===== config.mk =====
export PLATFORM = sky130hd
export DESIGN_NAME = tdm_demux4
export DESIGN_NICKNAME = d
export VERILOG_FILES = /design/src/rtl/tdm_demux4.sv
export SDC_FILE = /design/constraint.sdc
export NUM_CORES = 1
export LEC_CHECK = 0
export ABC_AREA = 0
export BUFFER_PORTS_ARGS = -buffer_cell sky130_fd_sc_hd__buf_2
export CAP_MARGIN = 10
export CORE_MARGIN = 2
export CORE_UTILIZATION = 48
export DETAILED_ROUTE_END_ITERATION = 8
export PLACE_DENSITY = 0.83
export SYNTH_ARGS = -nofsm -noshare
export SYNTH_HDL_FRONTEND = slang
export SYNTH_SLANG_ARGS = --single-unit

===== constraint.sdc =====
create_clock -name clk -period 2.3 [get_ports clk]
set_input_delay 0.115 -clock clk [delete_from_list [all_inputs] [get_ports clk]]
set_output_delay 0.115 -clock clk [all_outputs]
set_load 0.01 [all_outputs]

===== src/rtl/tdm_demux4.sv =====
// Four-channel TDM demultiplexer with a HUNT/LOCKED frame-alignment FSM.
// Define TDM_DEMUX_FRAME_LATCH_EN to publish whole frames at once instead of per-slot updates.
module tdm_demux4 #(
   parameter int WIDTH = 8
) (
   input  logic               clk,
   input  logic               rst_n,
   input  logic [WIDTH-1:0]   din,
   input  logic               din_valid,
   input  logic               frame_sync,
   output logic [4*WIDTH-1:0] dout,
   output logic [3:0]         ch_valid,
   output logic               frame_done,
   output logic               locked,
   output logic               sync_err
);

   localparam logic [0:0] ST_HUNT   = 1'b0;
   localparam logic [0:0] ST_LOCKED = 1'b1;

   logic [0:0]         state_r;
   logic [1:0]         slot_r;
   logic [4*WIDTH-1:0] dout_r;
   logic [3:0]         ch_valid_r;
   logic               frame_done_r;
   logic               sync_err_r;

   logic [0:0]         state_nxt_s;
   logic [1:0]         slot_nxt_s;
   logic               wr_en_s;
   logic [1:0]         wr_ch_s;
   logic               done_s;
   logic               err_s;

   // Next-state decode: which channel a beat writes and which strobes it raises.
   always_comb begin
      state_nxt_s = state_r;
      slot_nxt_s  = slot_r;
      wr_en_s     = 1'b0;
      wr_ch_s     = 2'd0;
      done_s      = 1'b0;
      err_s       = 1'b0;
      if (din_valid) begin
         case (state_r)
            ST_HUNT: begin
               if (frame_sync) begin
                  state_nxt_s = ST_LOCKED;
                  slot_nxt_s  = 2'd1;
                  wr_en_s     = 1'b1;
                  wr_ch_s     = 2'd0;
               end else begin
                  state_nxt_s = ST_HUNT;
               end
            end
            ST_LOCKED: begin
               if (frame_sync) begin
                  // A sync away from slot 0 restarts the frame on this word.
                  err_s      = (slot_r != 2'd0);
                  slot_nxt_s = 2'd1;
                  wr_en_s    = 1'b1;
                  wr_ch_s    = 2'd0;
               end else if (slot_r == 2'd0) begin
                  err_s       = 1'b1;
                  state_nxt_s = ST_HUNT;
                  slot_nxt_s  = 2'd0;
               end else begin
                  wr_en_s    = 1'b1;
                  wr_ch_s    = slot_r;
                  slot_nxt_s = slot_r + 2'd1;
                  done_s     = (slot_r == 2'd3);
               end
            end
            default: begin
               state_nxt_s = ST_HUNT;
               slot_nxt_s  = 2'd0;
            end
         endcase
      end else begin
         state_nxt_s = state_r;
         slot_nxt_s  = slot_r;
      end
   end

   // Alignment state and the single-cycle event strobes.
   always_ff @(posedge clk or negedge rst_n) begin
      if (!rst_n) begin
         state_r      <= ST_HUNT;
         slot_r       <= 2'd0;
         frame_done_r <= 1'b0;
         sync_err_r   <= 1'b0;
      end else begin
         state_r      <= state_nxt_s;
         slot_r       <= slot_nxt_s;
         frame_done_r <= done_s;
         sync_err_r   <= err_s;
      end
   end

`ifdef TDM_DEMUX_FRAME_LATCH_EN
   logic [WIDTH-1:0] shadow0_r;
   logic [WIDTH-1:0] shadow1_r;
   logic [WIDTH-1:0] shadow2_r;

   // Slots 0..2 wait in shadow registers; slot 3 of a good frame publishes all four.
   always_ff @(posedge clk or negedge rst_n) begin
      if (!rst_n) begin
         shadow0_r  <= {WIDTH{1'b0}};
         shadow1_r  <= {WIDTH{1'b0}};
         shadow2_r  <= {WIDTH{1'b0}};
         dout_r     <= {(4*WIDTH){1'b0}};
         ch_valid_r <= 4'b0000;
      end else begin
         if (wr_en_s) begin
            case (wr_ch_s)
               2'd0:    shadow0_r <= din;
               2'd1:    shadow1_r <= din;
               2'd2:    shadow2_r <= din;
               default: shadow2_r <= shadow2_r;
            endcase
         end
         if (done_s) begin
            dout_r     <= {din, shadow2_r, shadow1_r, shadow0_r};
            ch_valid_r <= 4'b1111;
         end else begin
            ch_valid_r <= 4'b0000;
         end
      end
   end
`else
   // Each accepted word lands directly in its channel field.
   always_ff @(posedge clk or negedge rst_n) begin
      if (!rst_n) begin
         dout_r     <= {(4*WIDTH){1'b0}};
         ch_valid_r <= 4'b0000;
      end else begin
         if (wr_en_s) begin
            dout_r[wr_ch_s*WIDTH +: WIDTH] <= din;
            ch_valid_r                     <= 4'b0001 << wr_ch_s;
         end else begin
            ch_valid_r <= 4'b0000;
         end
      end
   end
`endif

   assign dout       = dout_r;
   assign ch_valid   = ch_valid_r;
   assign frame_done = frame_done_r;
   assign sync_err   = sync_err_r;
   assign locked     = (state_r == ST_LOCKED);

endmodule


==> qor.csv, run 1 <==
stage,metric,value,unit
floorplanning,fp.coreArea,4320,µm²
timing,worst_slew_pin_slew,0.876,ns
timing,min_period_over_period,95.7,%
synth,synth-simple-area-share,14.3,%
synth,yosysWarningCount,0,
grt,met2_usage,31.0,%
route,drt_first_iter_violations,154,
worst_setup_path,critical_path.cell_chain,"inv_1, ha_4, and4bb_4, buf_4, nand2_8, ha_4, and4b_1, a31o_1",
synth,main_combinational_cell_family_by_area_after_synthesis,simple AND/OR/NAND/NOR gates,
synth,synthFlopType,sky130_fd_sc_hd__dfrtp_1,
timing,rsz0062_at_grt,no,
timing,setup_slack,0.0984,ns
worst_hold_path,worstHoldPathType,in -> reg,
status,status,finished clean,
synth,synth_enable_flop_cells,0,
place,preCtsSetupSlack,0.0475,ns
synth,asyncSetResetFlopFracSynth,100,%
cts,clk_pin_slew_worst_paths,0.07,ns
route,dr.pass1.iters,4,
worst_setup_path,critical_path.most_common_cell,sky130_fd_sc_hd__ha_4,
worst_setup_path,reg2reg_slack,0.1,ns
grt,first_global_vias,1601,
worst_setup_path,setup.worst_path.class,reg -> reg,
final_layout,final_cell_mix,"sky130_fd_sc_hd__buf_2, sky130_fd_sc_hd__dfrtp_1, sky130_fd_sc_hd__inv_1",
synth,syn-instance-count,189,
synth,synth_cell_type_count,33,
cts,cts_tree,yes,
grt,overflow,0,
final_layout,layout.cells.most_common,sky130_fd_sc_hd__buf_2,
floorplanning,chipHeight,70.6,µm
synth,synth.cell_area,2130,µm²
timing,max_clock_freq,0.454,GHz
power_and_ir_drop,ir_drop,0.000477,V
grt,antenna_found_initial,0,
timing,slew_headroom,41.6,%
worst_hold_path,worst_hold_path.num_cells,2,
final_layout,fin_area,2540,µm²
grt,met3_usage,4.42,%
worst_setup_path,cp.buffers_inverters,2,
floorplanning,num_rows,24,
timing,period_minus_slack,2.20,ns
floorplanning,chipWidth,70.6,µm
grt,grt_max_degree,42,
timing,slew_violations,0,
cts,cts_h_tree_lvls,2,
grt,grt_pass1_wl,7570,µm
timing,setup_viol,0,
route,remaining_drc_errors,0,
grt,met1_usage,26.9,%
route,via_per_inst,5.50,
synth,synthAdderAreaFrac,5.88,%
final_layout,num_antenna_cells,0,
synth,syn-mean-instance-area,11.3,µm²
floorplanning,floorplan.initialDensity,49.2,%
cts,clock_insertion_delay_at_the_later_pin_of_the_skew_report,0.29,ns
place,routabilityCongestion,0.834,
final_layout,num-nets-final,260,
synth,postSynthRegisterBits,41,
grt,gr-usage-all-layers,19.5,%
cts,clkSinkCount,41,
place,place.detailed.hpwl,3160,µm
floorplanning,ports_placed_on_the_boundary,51,
route,wire_per_inst,15.6,µm
worst_setup_path,crit_family,simple AND/OR/NAND/NOR gates,
worst_setup_path,r2r-start,slot_r[1]$_DFFE_PN0P_,
timing,clock-skew-final,0.00243,ns
place,dpl-instance-area,2430,µm²
floorplanning,die-area,4990,µm²
route,wirelength,4530,µm
synth,number_of_nets_in_the_synthesized_netlist,211,
synth,synthXorXnorAreaFrac,0,%
worst_setup_path,critPathRequiredTime,2.53,ns
power_and_ir_drop,cellLeakagePower,1.21,nW
final_layout,area_added_between_synthesis_and_finish,19.1,%
flow_run,timing.max_cap.violations,0,
route,vias,1596,
timing,final.setup.tns,0,ns
worst_setup_path,crit_path_end_kind,register,
route,drt.antenna.violating_nets,0,
synth,synth_compound_gate_area_share,12.8,%
worst_setup_path,ff2ff_path_depth,8,
power_and_ir_drop,power_density,996,nW/µm²
cts,cts_made_buffers,5,
synth,synth.yosys.seq_area_share,48.2,%
worst_setup_path,worst-endpoint-arrival,2.43,ns
worst_setup_path,regToRegEndpoint,dout[31]$_DFFE_PN0P_,
worst_hold_path,min_to,frame_done$_DFF_PN0_,
cts,root_buffer,sky130_fd_sc_hd__clkbuf_8,
worst_setup_path,setup.worst_path.start_class,register,
worst_setup_path,critical-path-slowest-cell,sky130_fd_sc_hd__dfrtp_1,
worst_hold_path,hp_start,frame_sync,
timing,report.final.hold_viol_count,0,
worst_setup_path,cp_slowest_stage_delay,0.40,ns
timing,holdWs,0.0590,ns
synth,synth.mux.area_fraction,8.46,%
final_layout,layout_cells_sized_above_1,35.7,%
worst_setup_path,critical_path.max_fanout,12,
cts,cts_max_path_buffers,2,
place,io_buffer_count,50,
grt,layer_carrying_the_most_global_route_usage,met2,
## synth_stat cells (2+ instances only)
| master | count | share of area, % |
|---|---|---|
| sky130_fd_sc_hd__dfrtp_1 | 41 | 48 |
| sky130_fd_sc_hd__inv_1 | 22 | 3.9 |
| sky130_fd_sc_hd__nand4_1 | 16 | 4.7 |
| sky130_fd_sc_hd__nand3_1 | 11 | 2.6 |
| sky130_fd_sc_hd__a21oi_1 | 10 | 2.4 |
| sky130_fd_sc_hd__ha_1 | 10 | 5.9 |
| sky130_fd_sc_hd__mux2i_1 | 9 | 4.2 |
| sky130_fd_sc_hd__o2bb2ai_1 | 9 | 3.7 |
| sky130_fd_sc_hd__mux2_2 | 8 | 4.2 |
| sky130_fd_sc_hd__a31o_1 | 7 | 2.9 |
| sky130_fd_sc_hd__a41oi_1 | 7 | 2.9 |
| sky130_fd_sc_hd__buf_2 | 5 | 1.2 |
| sky130_fd_sc_hd__buf_4 | 5 | 1.8 |
| sky130_fd_sc_hd__and4_1 | 3 | 1.2 |
| sky130_fd_sc_hd__buf_6 | 3 | 1.6 |
| sky130_fd_sc_hd__nand2_1 | 3 | 0.53 |
| sky130_fd_sc_hd__nor2_1 | 3 | 0.53 |
| sky130_fd_sc_hd__clkbuf_1 | 2 | 0.35 |
## state kept, by name (all words and copies together), names as in the netlist
name,flops
dout,32
ch_valid,4
slot_r,2
frame_done,1
locked,1
sync_err,1
## report_power, final
| group | leakage, nW | internal (mW) | switching [mW] | total, mW |
|---|---|---|---|---|
| registers | 0.505 | 0.935 | 0.117 | 1.05 |
| logic | 0.665 | 0.452 | 0.560 | 1.01 |
| clock network | 0.0443 | 0.238 | 0.224 | 0.462 |
| total | 1.21 | 1.63 | 0.901 | 2.53 |
## what timing repair did
action | 4_1_cts | 5_1_grt
gates resized for setup | 0 | 1
setup endpoints to repair | 0 | 15
buffers inserted | 0 | 0
hold buffers | 1 | 0
hold endpoints to repair | 41 | 0
## cell families after synthesis
kind of cell               count (synthesis)
and+or+nand+nor                           46
adders and majority gates                 10
buffers and inverters                     39
AOI/OAI and AO/OA                         36
DFF                                       41
muxes                                     17
## worst reg2reg max path, stage by stage, from the launching register on
cell,delay (ns)
sky130_fd_sc_hd__dfrtp_1,0.40
sky130_fd_sc_hd__inv_1,0.11
sky130_fd_sc_hd__ha_4,0.17
sky130_fd_sc_hd__and4bb_4,0.32
sky130_fd_sc_hd__buf_4,0.14
sky130_fd_sc_hd__nand2_8,0.07
sky130_fd_sc_hd__ha_4,0.36
sky130_fd_sc_hd__and4b_1,0.39
sky130_fd_sc_hd__a31o_1,0.19
## layout make-up
cell class | instances | area, µm²
clock buffer | 7 | 86.3
fill | 378 | 1790
inverter | 22 | 85.1
multi-input combinational | 109 | 953
sequential | 41 | 1030
tap | 52 | 65.1
timing repair buffer | 59 | 320
## how the worst max path moves through the flow
stage | startpoint | to | slack (ns) | cells past startpoint
after global placement | slot_r[1]$_DFFE_PN0P_ | dout[27]$_DFFE_PN0P_ | 0.13 | 8
after detailed placement | slot_r[1]$_DFFE_PN0P_ | dout[31]$_DFFE_PN0P_ | 0.05 | 8
after floorplan | slot_r[0]$_DFFE_PN0P_ | dout[16]$_DFFE_PN0P_ | -0.04 | 11
after CTS | slot_r[1]$_DFFE_PN0P_ | dout[31]$_DFFE_PN0P_ | 0.02 | 8
after global routing | slot_r[1]$_DFFE_PN0P_ | dout[25]$_DFFE_PN0P_ | 0.03 | 8
final | slot_r[1]$_DFFE_PN0P_ | dout[31]$_DFFE_PN0P_ | 0.1 | 8
## per-layer routing
metal / share of wire [%] / vias up
met3: 5.2 / 6
li1: - / 785
met4: 1.1 / 0
met1: 46 / 763
met2: 48 / 42
met5: 0 / -
## per-stage QoR
stage	std cells	util, %	power (mW)
2_1_floorplan	189	-	1.76
3_3_place_gp	282	56.2	2.03
3_5_place_dp	282	56.2	2.07
4_1_cts	290	58.4	2.54
5_1_grt	290	58.7	2.71
6_report	290	58.7	2.53
Power figures use the tool's default switching activity.
==> run 2: changes to the inputs <==
==> constraint.sdc (replaced) <==
create_clock -name clk -period 1.8 [get_ports clk]
set_input_delay 0.09 -clock clk [delete_from_list [all_inputs] [get_ports clk]]
set_output_delay 0.09 -clock clk [all_outputs]
set_load 0.01 [all_outputs]
==> qor.csv, run 2 (synthesized netlist as in run 1, its figures left out) <==
stage,metric,value,unit,change
route,vias,1801,,+13%
timing,setup_viol,33,,+33
timing,rsz0062_at_grt,yes,,
route,drt_first_iter_violations,141,,-8.4%
worst_hold_path,worstHoldPathType,in -> reg,,
cts,clk_pin_slew_worst_paths,0.07,ns,about the same
worst_setup_path,critical-path-slowest-cell,sky130_fd_sc_hd__dfrtp_1,,
power_and_ir_drop,power.share.combinational,47.5,%,+7.4 points
floorplanning,fp.coreArea,4320,µm²,unchanged
timing,max_clock_freq,0.481,GHz,+5.8%
final_layout,final_cell_mix,"sky130_fd_sc_hd__buf_2, sky130_fd_sc_hd__dfrtp_1, sky130_fd_sc_hd__buf_4",,
cts,clkSinkCount,41,,unchanged
power_and_ir_drop,power.share.sequential,36.9,%,-4.7 points
floorplanning,die-area,4990,µm²,unchanged
final_layout,area_added_between_synthesis_and_finish,38.1,%,
timing,clock-skew-final,0.00506,ns,+0.00263 ns
floorplanning,floorplan.initialDensity,49.2,%,unchanged
floorplanning,chipHeight,70.6,µm,unchanged
timing,worst_slew_pin_slew,0.508,ns,-0.368 ns
status,status,finished with violations,,
route,remaining_drc_errors,0,,unchanged
power_and_ir_drop,power_density,1240,nW/µm²,+24%
cts,root_buffer,sky130_fd_sc_hd__clkbuf_8,,
worst_setup_path,cp.buffers_inverters,3,,+1
power_and_ir_drop,finalPower,3.64,mW,+44%
flow_run,timing.max_cap.violations,0,,unchanged
grt,grt_pass1_wl,8500,µm,+12%
final_layout,layout.cells.most_common,sky130_fd_sc_hd__buf_2,,
cts,cts_max_path_buffers,2,,unchanged
final_layout,layout_cells_sized_above_1,49.0,%,+13 points
final_layout,post_layout_nonfiller_instances,313,,+7.9%
worst_setup_path,critPathRequiredTime,2.03,ns,-0.50 ns
power_and_ir_drop,ir_drop,0.000795,V,+67%
place,numPlacedInstances,298,,+5.7%
cts,cts_made_buffers,5,,unchanged
floorplanning,num_rows,24,,unchanged
timing,report.final.hold_viol_count,0,,unchanged
grt,grt_max_degree,42,,unchanged
worst_setup_path,cp_slowest_stage_delay,0.40,ns,about the same
power_and_ir_drop,power.switching_fraction,36.7,%,+1.0 points
worst_setup_path,critical_path.max_fanout,9,,-3
timing,slew_violations,0,,unchanged
cts,clock_insertion_delay_at_the_later_pin_of_the_skew_report,0.29,ns,about the same
worst_setup_path,critical_path.cell_chain,"inv_4, ha_4, and4bb_4, buf_12, nand2_8, ha_4, buf_12, nand3_1, a21oi_1, mux2_4",,
worst_setup_path,crit_family,simple AND/OR/NAND/NOR gates,,
final_layout,area_of_the_multi_input_gates,1150,µm²,+20%
timing,slew_headroom,66.1,%,+25 points
worst_setup_path,crit_path_end_kind,register,,
route,wirelength,5580,µm,+23%
timing,setup_slack,-0.280,ns,-0.378 ns
final_layout,num-nets-final,282,,+8.5%
worst_setup_path,setup.worst_path.class,reg -> reg,,
route,via_per_inst,5.75,,+4.6%
grt,overflow,0,,unchanged
place,routabilityCongestion,0.812,,-2.7%
place,place.detailed.hpwl,3450,µm,+9.2%
final_layout,n_fill_cell,324,,-14%
final_layout,final_core_utilization,68.0,%,+9.3 points
power_and_ir_drop,p_int,2.30,mW,+42%
floorplanning,chipWidth,70.6,µm,unchanged
route,wire_per_inst,17.8,µm,+14%
cts,cts_h_tree_lvls,2,,unchanged
route,drt.antenna.violating_nets,0,,unchanged
worst_setup_path,setup.worst_path.start_class,register,,
final_layout,num_antenna_cells,0,,unchanged
power_and_ir_drop,cellLeakagePower,1.40,nW,+15%
grt,antenna_found_initial,0,,unchanged
timing,period_minus_slack,2.08,ns,-0.122 ns
grt,first_global_vias,1747,,+9.1%
final_layout,largest_register_ff_count,32,,unchanged
cts,cts_tree,yes,,
power_and_ir_drop,clkPwrFrac,15.6,%,-2.7 points
timing,min_period_over_period,116,%,+20 points
floorplanning,ports_placed_on_the_boundary,51,,unchanged
final_layout,fin_area,2940,µm²,+16%
final_layout,register_area,1030,µm²,unchanged
place,dpl-instance-area,2580,µm²,+6.1%
power_and_ir_drop,switchingPower,1.33,mW,+48%
status,violations,negative setup slack,,
worst_setup_path,worst-endpoint-arrival,2.31,ns,-0.12 ns
route,dr.pass1.iters,4,,unchanged
grt,gr-usage-all-layers,21.6,%,+2.1 points
place,io_buffer_count,50,,unchanged
run 2: cell count changes in the layout (fill, tap and decap cells not counted), moves of 5 or more:
| cell | previous run | this run |
|---|---|---|
| sky130_fd_sc_hd__buf_4 | 8 | 19 |
| sky130_fd_sc_hd__mux2_2 | 8 | 0 |
| sky130_fd_sc_hd__o2bb2ai_2 | 0 | 5 |
| sky130_fd_sc_hd__mux2_4 | 0 | 8 |
| sky130_fd_sc_hd__buf_6 | 0 | 8 |
| sky130_fd_sc_hd__o2bb2ai_1 | 9 | 1 |
run 2: final cells by class:
type	count	area share, %
timing repair buffer	80	18.1
clock buffer	6	2.47
tap	52	2.21
inverter	22	2.98
sequential	41	34.9
clock inverter	2	0.340
multi-input combinational	110	39.0
run 2: timing repair:
item | 4_1_cts | 5_1_grt
pin swaps | 11 | 19
buffers inserted | 2 | 3
hold buffers | 1 | 0
resized for setup | 21 | 22
hold endpoints to repair | 41 | 0
cloned | 0 | 1
endpoints found under the setup margin | 33 | 33
run 2: power by group through the flow:
stage                     registers [mW]  clock network, mW  logic [mW]
after CTS                           1.33              0.585        1.55
after detailed placement            1.34                  0        1.46
after global routing                1.37              0.617        1.87
after floorplan                     1.49                  0       0.768
final                               1.34              0.568        1.73
after global placement              1.34                  0        1.40
run 2: final timing paths:
check,from,endpoint,slack [ns],cells past startpoint
worst max register to register,slot_r[0]$_DFFE_PN0P_,dout[7]$_DFFE_PN0P_,-0.28,10
min in group asynchronous,rst_n,dout[22]$_DFFE_PN0P_,0.40,3
worst min register to register,dout[22]$_DFFE_PN0P_,dout[22]$_DFFE_PN0P_,0.50,1
max in group asynchronous,rst_n,dout[3]$_DFFE_PN0P_,1.06,3
worst max-delay path,slot_r[0]$_DFFE_PN0P_,dout[7]$_DFFE_PN0P_,-0.28,10
worst min-delay path,frame_sync,frame_done$_DFF_PN0_,0.04,2
run 2: per-layer routing:
layer  vias up  global-route usage [%]  part of all wire (%)
met4         0                    6.50                   2.0
met3        12                    4.56                   5.6
met5         -                       0                     0
met2        75                    35.2                    51
met1       885                    29.5                    42
li1        829                       -                     -
run 2: through the flow:
stage | hold slack (ns) | setup TNS [ns] | worst slack (ns)
floorplan | -0.206 | -15.66 | -0.537
global placement | 0.175 | -5.55 | -0.190
global route | 0.0394 | -9.28 | -0.365
detailed placement | 0.183 | -6.93 | -0.264
finish | 0.0354 | -7.18 | -0.280
CTS | 0.0256 | -5.36 | -0.203
==> run 3: changes to the inputs <==
--- a/config.mk
+++ b/config.mk
@@ -12,6 +12,8 @@
 export CORE_UTILIZATION = 48
 export DETAILED_ROUTE_END_ITERATION = 8
 export PLACE_DENSITY = 0.83
+export SETUP_SLACK_MARGIN = 0.3
+export SKIP_LAST_GASP = 1
 export SYNTH_ARGS = -nofsm -noshare
 export SYNTH_HDL_FRONTEND = slang
 export SYNTH_SLANG_ARGS = --single-unit
==> qor.csv, run 3 (synthesized netlist as in run 1, its figures left out) <==
stage,metric,value,unit,change
cts,cts_tree,yes,,
final_layout,layout.cells.most_common,sky130_fd_sc_hd__buf_2,,
final_layout,layout_cells_sized_above_1,47.9,%,-1.1 points
grt,antenna_found_initial,0,,unchanged
power_and_ir_drop,power.share.combinational,47.1,%,-0.4 points
place,io_buffer_count,50,,unchanged
timing,period_minus_slack,2.09,ns,+0.00913 ns
route,remaining_drc_errors,0,,unchanged
route,via_per_inst,5.70,,-0.94%
grt,grt_pass1_wl,8580,µm,+0.98%
worst_setup_path,worst-endpoint-arrival,2.26,ns,-0.05 ns
cts,clock_insertion_delay_at_the_later_pin_of_the_skew_report,0.29,ns,about the same
cts,cts_max_path_buffers,2,,unchanged
floorplanning,chipWidth,70.6,µm,unchanged
final_layout,fin_area,2920,µm²,-0.55%
timing,min_period_over_period,116,%,+0.51 points
worst_hold_path,worst_hold_path.num_cells,2,,unchanged
floorplanning,floorplan.initialDensity,49.2,%,unchanged
worst_setup_path,critical_path.max_fanout,5,,-4
route,drt.antenna.violating_nets,0,,unchanged
final_layout,largest_register_ff_count,32,,unchanged
final_layout,num_antenna_cells,0,,unchanged
timing,setup_viol,34,,+3.0%
power_and_ir_drop,power.share.sequential,37.2,%,+0.3 points
worst_setup_path,setup.worst_path.start_class,register,,
timing,setup_slack,-0.289,ns,-0.00913 ns
route,wirelength,5610,µm,+0.54%
final_layout,final_cell_mix,"sky130_fd_sc_hd__buf_2, sky130_fd_sc_hd__dfrtp_1, sky130_fd_sc_hd__buf_4",,
final_layout,final_core_utilization,67.6,%,-0.38 points
timing,rsz0062_at_grt,yes,,
floorplanning,fp.coreArea,4320,µm²,unchanged
route,drt_first_iter_violations,114,,-19%
cts,root_buffer,sky130_fd_sc_hd__clkbuf_8,,
floorplanning,die-area,4990,µm²,unchanged
grt,overflow,0,,unchanged
power_and_ir_drop,cellLeakagePower,1.38,nW,-1.3%
place,dpl-instance-area,2580,µm²,unchanged
power_and_ir_drop,p_int,2.27,mW,-1.4%
timing,report.final.hold_viol_count,0,,unchanged
timing,slew_violations,0,,unchanged
status,status,finished with violations,,
power_and_ir_drop,power_density,1230,nW/µm²,-0.88%
route,vias,1784,,-0.94%
timing,slew_headroom,66.4,%,+0.26 points
final_layout,n_fill_cell,322,,-0.62%
power_and_ir_drop,clkPwrFrac,15.7,%,about the same
timing,worst_slew_pin_slew,0.504,ns,-0.00394 ns
power_and_ir_drop,ir_drop,0.000786,V,-1.2%
grt,grt_max_degree,42,,unchanged
power_and_ir_drop,switchingPower,1.32,mW,-1.4%
floorplanning,chipHeight,70.6,µm,unchanged
worst_setup_path,ff2ff_path_depth,9,,-1
grt,first_global_vias,1767,,+1.1%
place,place.detailed.hpwl,3450,µm,unchanged
worst_setup_path,critPathRequiredTime,1.97,ns,-0.06 ns
worst_setup_path,setup.worst_path.class,reg -> reg,,
floorplanning,ports_placed_on_the_boundary,51,,unchanged
worst_setup_path,crit_path_end_kind,register,,
route,wire_per_inst,17.9,µm,+0.54%
flow_run,timing.max_cap.violations,0,,unchanged
timing,max_clock_freq,0.479,GHz,-0.44%
final_layout,num-nets-final,282,,unchanged
cts,clk_pin_slew_worst_paths,0.07,ns,about the same
status,violations,negative setup slack,,
timing,clock-skew-final,0.00435,ns,-0.000712 ns
worst_hold_path,worstHoldPathType,in -> reg,,
grt,gr-usage-all-layers,21.9,%,+0.24 points
place,routabilityCongestion,0.812,,unchanged
cts,cts_h_tree_lvls,2,,unchanged
power_and_ir_drop,power.switching_fraction,36.7,%,about the same
cts,cts_made_buffers,5,,unchanged
route,dr.pass1.iters,4,,unchanged
floorplanning,num_rows,24,,unchanged
final_layout,area_added_between_synthesis_and_finish,37.3,%,
cts,clkSinkCount,41,,unchanged
==> run 3: layer usage <==
metal	vias up	global-route usage [%]	part of all wire, %
met1	871	29.7	41
met5	-	0	0
met4	0	7.55	3.2
li1	833	-	-
met3	18	4.56	5.5
met2	62	35.2	50
==> run 3: repair_timing <==
action                     4_1_cts  5_1_grt
hold buffers                     1        0
gates resized for setup         21       16
setup endpoints to repair       36       36
cloned                           0        1
hold endpoints to repair        41        0
setup buffers                    2        3
pin swaps                       11       19
==> run 3: power groups by stage <==
stage | logic [mW] | registers, mW | clock network (mW)
detailed placement | 1.46 | 1.34 | 0
floorplan | 0.768 | 1.49 | 0
global route | 1.83 | 1.37 | 0.621
CTS | 1.55 | 1.33 | 0.585
global placement | 1.40 | 1.34 | 0
finish | 1.69 | 1.33 | 0.564
==> run 3: worst paths after layout <==
kind / slack (ns) / to / from
worst min-delay path: 0.04 / frame_done$_DFF_PN0_ / frame_sync
max in group asynchronous: 1.06 / dout[3]$_DFFE_PN0P_ / rst_n
min in group asynchronous: 0.39 / dout[22]$_DFFE_PN0P_ / rst_n
worst min register to register: 0.50 / dout[22]$_DFFE_PN0P_ / dout[22]$_DFFE_PN0P_
worst max-delay path: -0.29 / dout[1]$_DFFE_PN0P_ / slot_r[0]$_DFFE_PN0P_
worst max register to register: -0.29 / dout[1]$_DFFE_PN0P_ / slot_r[0]$_DFFE_PN0P_
==> run 3: through the flow <==
| stage | hold WS [ns] | worst slack, ns | power, mW | setup TNS [ns] | instances |
|---|---|---|---|---|---|
| 2_1_floorplan | -0.206 | -0.537 | 2.25 | -15.66 | 189 |
| 3_3_place_gp | 0.175 | -0.190 | 2.74 | -5.55 | 298 |
| 3_5_place_dp | 0.183 | -0.264 | 2.80 | -6.93 | 298 |
| 4_1_cts | 0.0256 | -0.203 | 3.46 | -5.42 | 309 |
| 5_1_grt | 0.0456 | -0.351 | 3.82 | -9.20 | 313 |
| 6_report | 0.0396 | -0.289 | 3.58 | -7.37 | 313 |
==> run 3: cell type report <==
type	instances	area, µm²	share of cell area (%)
flip-flops and latches	41	1030	35.1
well taps	52	65.1	2.23
clock buffers	6	72.6	2.48
clock inverters	2	10.0	0.342
multi-input cells	110	1130	38.6
repair buffers	80	533	18.2
inverters	22	87.6	3.00
==> run 3: critical path, cell delays in order, from the launching register on <==
cell	delay (ns)
sky130_fd_sc_hd__dfrtp_1	0.40
sky130_fd_sc_hd__inv_4	0.05
sky130_fd_sc_hd__ha_4	0.15
sky130_fd_sc_hd__and4bb_4	0.35
sky130_fd_sc_hd__and2_4	0.19
sky130_fd_sc_hd__inv_4	0.04
sky130_fd_sc_hd__ha_4	0.17
sky130_fd_sc_hd__buf_4	0.16
sky130_fd_sc_hd__nand4_4	0.11
sky130_fd_sc_hd__mux2_2	0.35
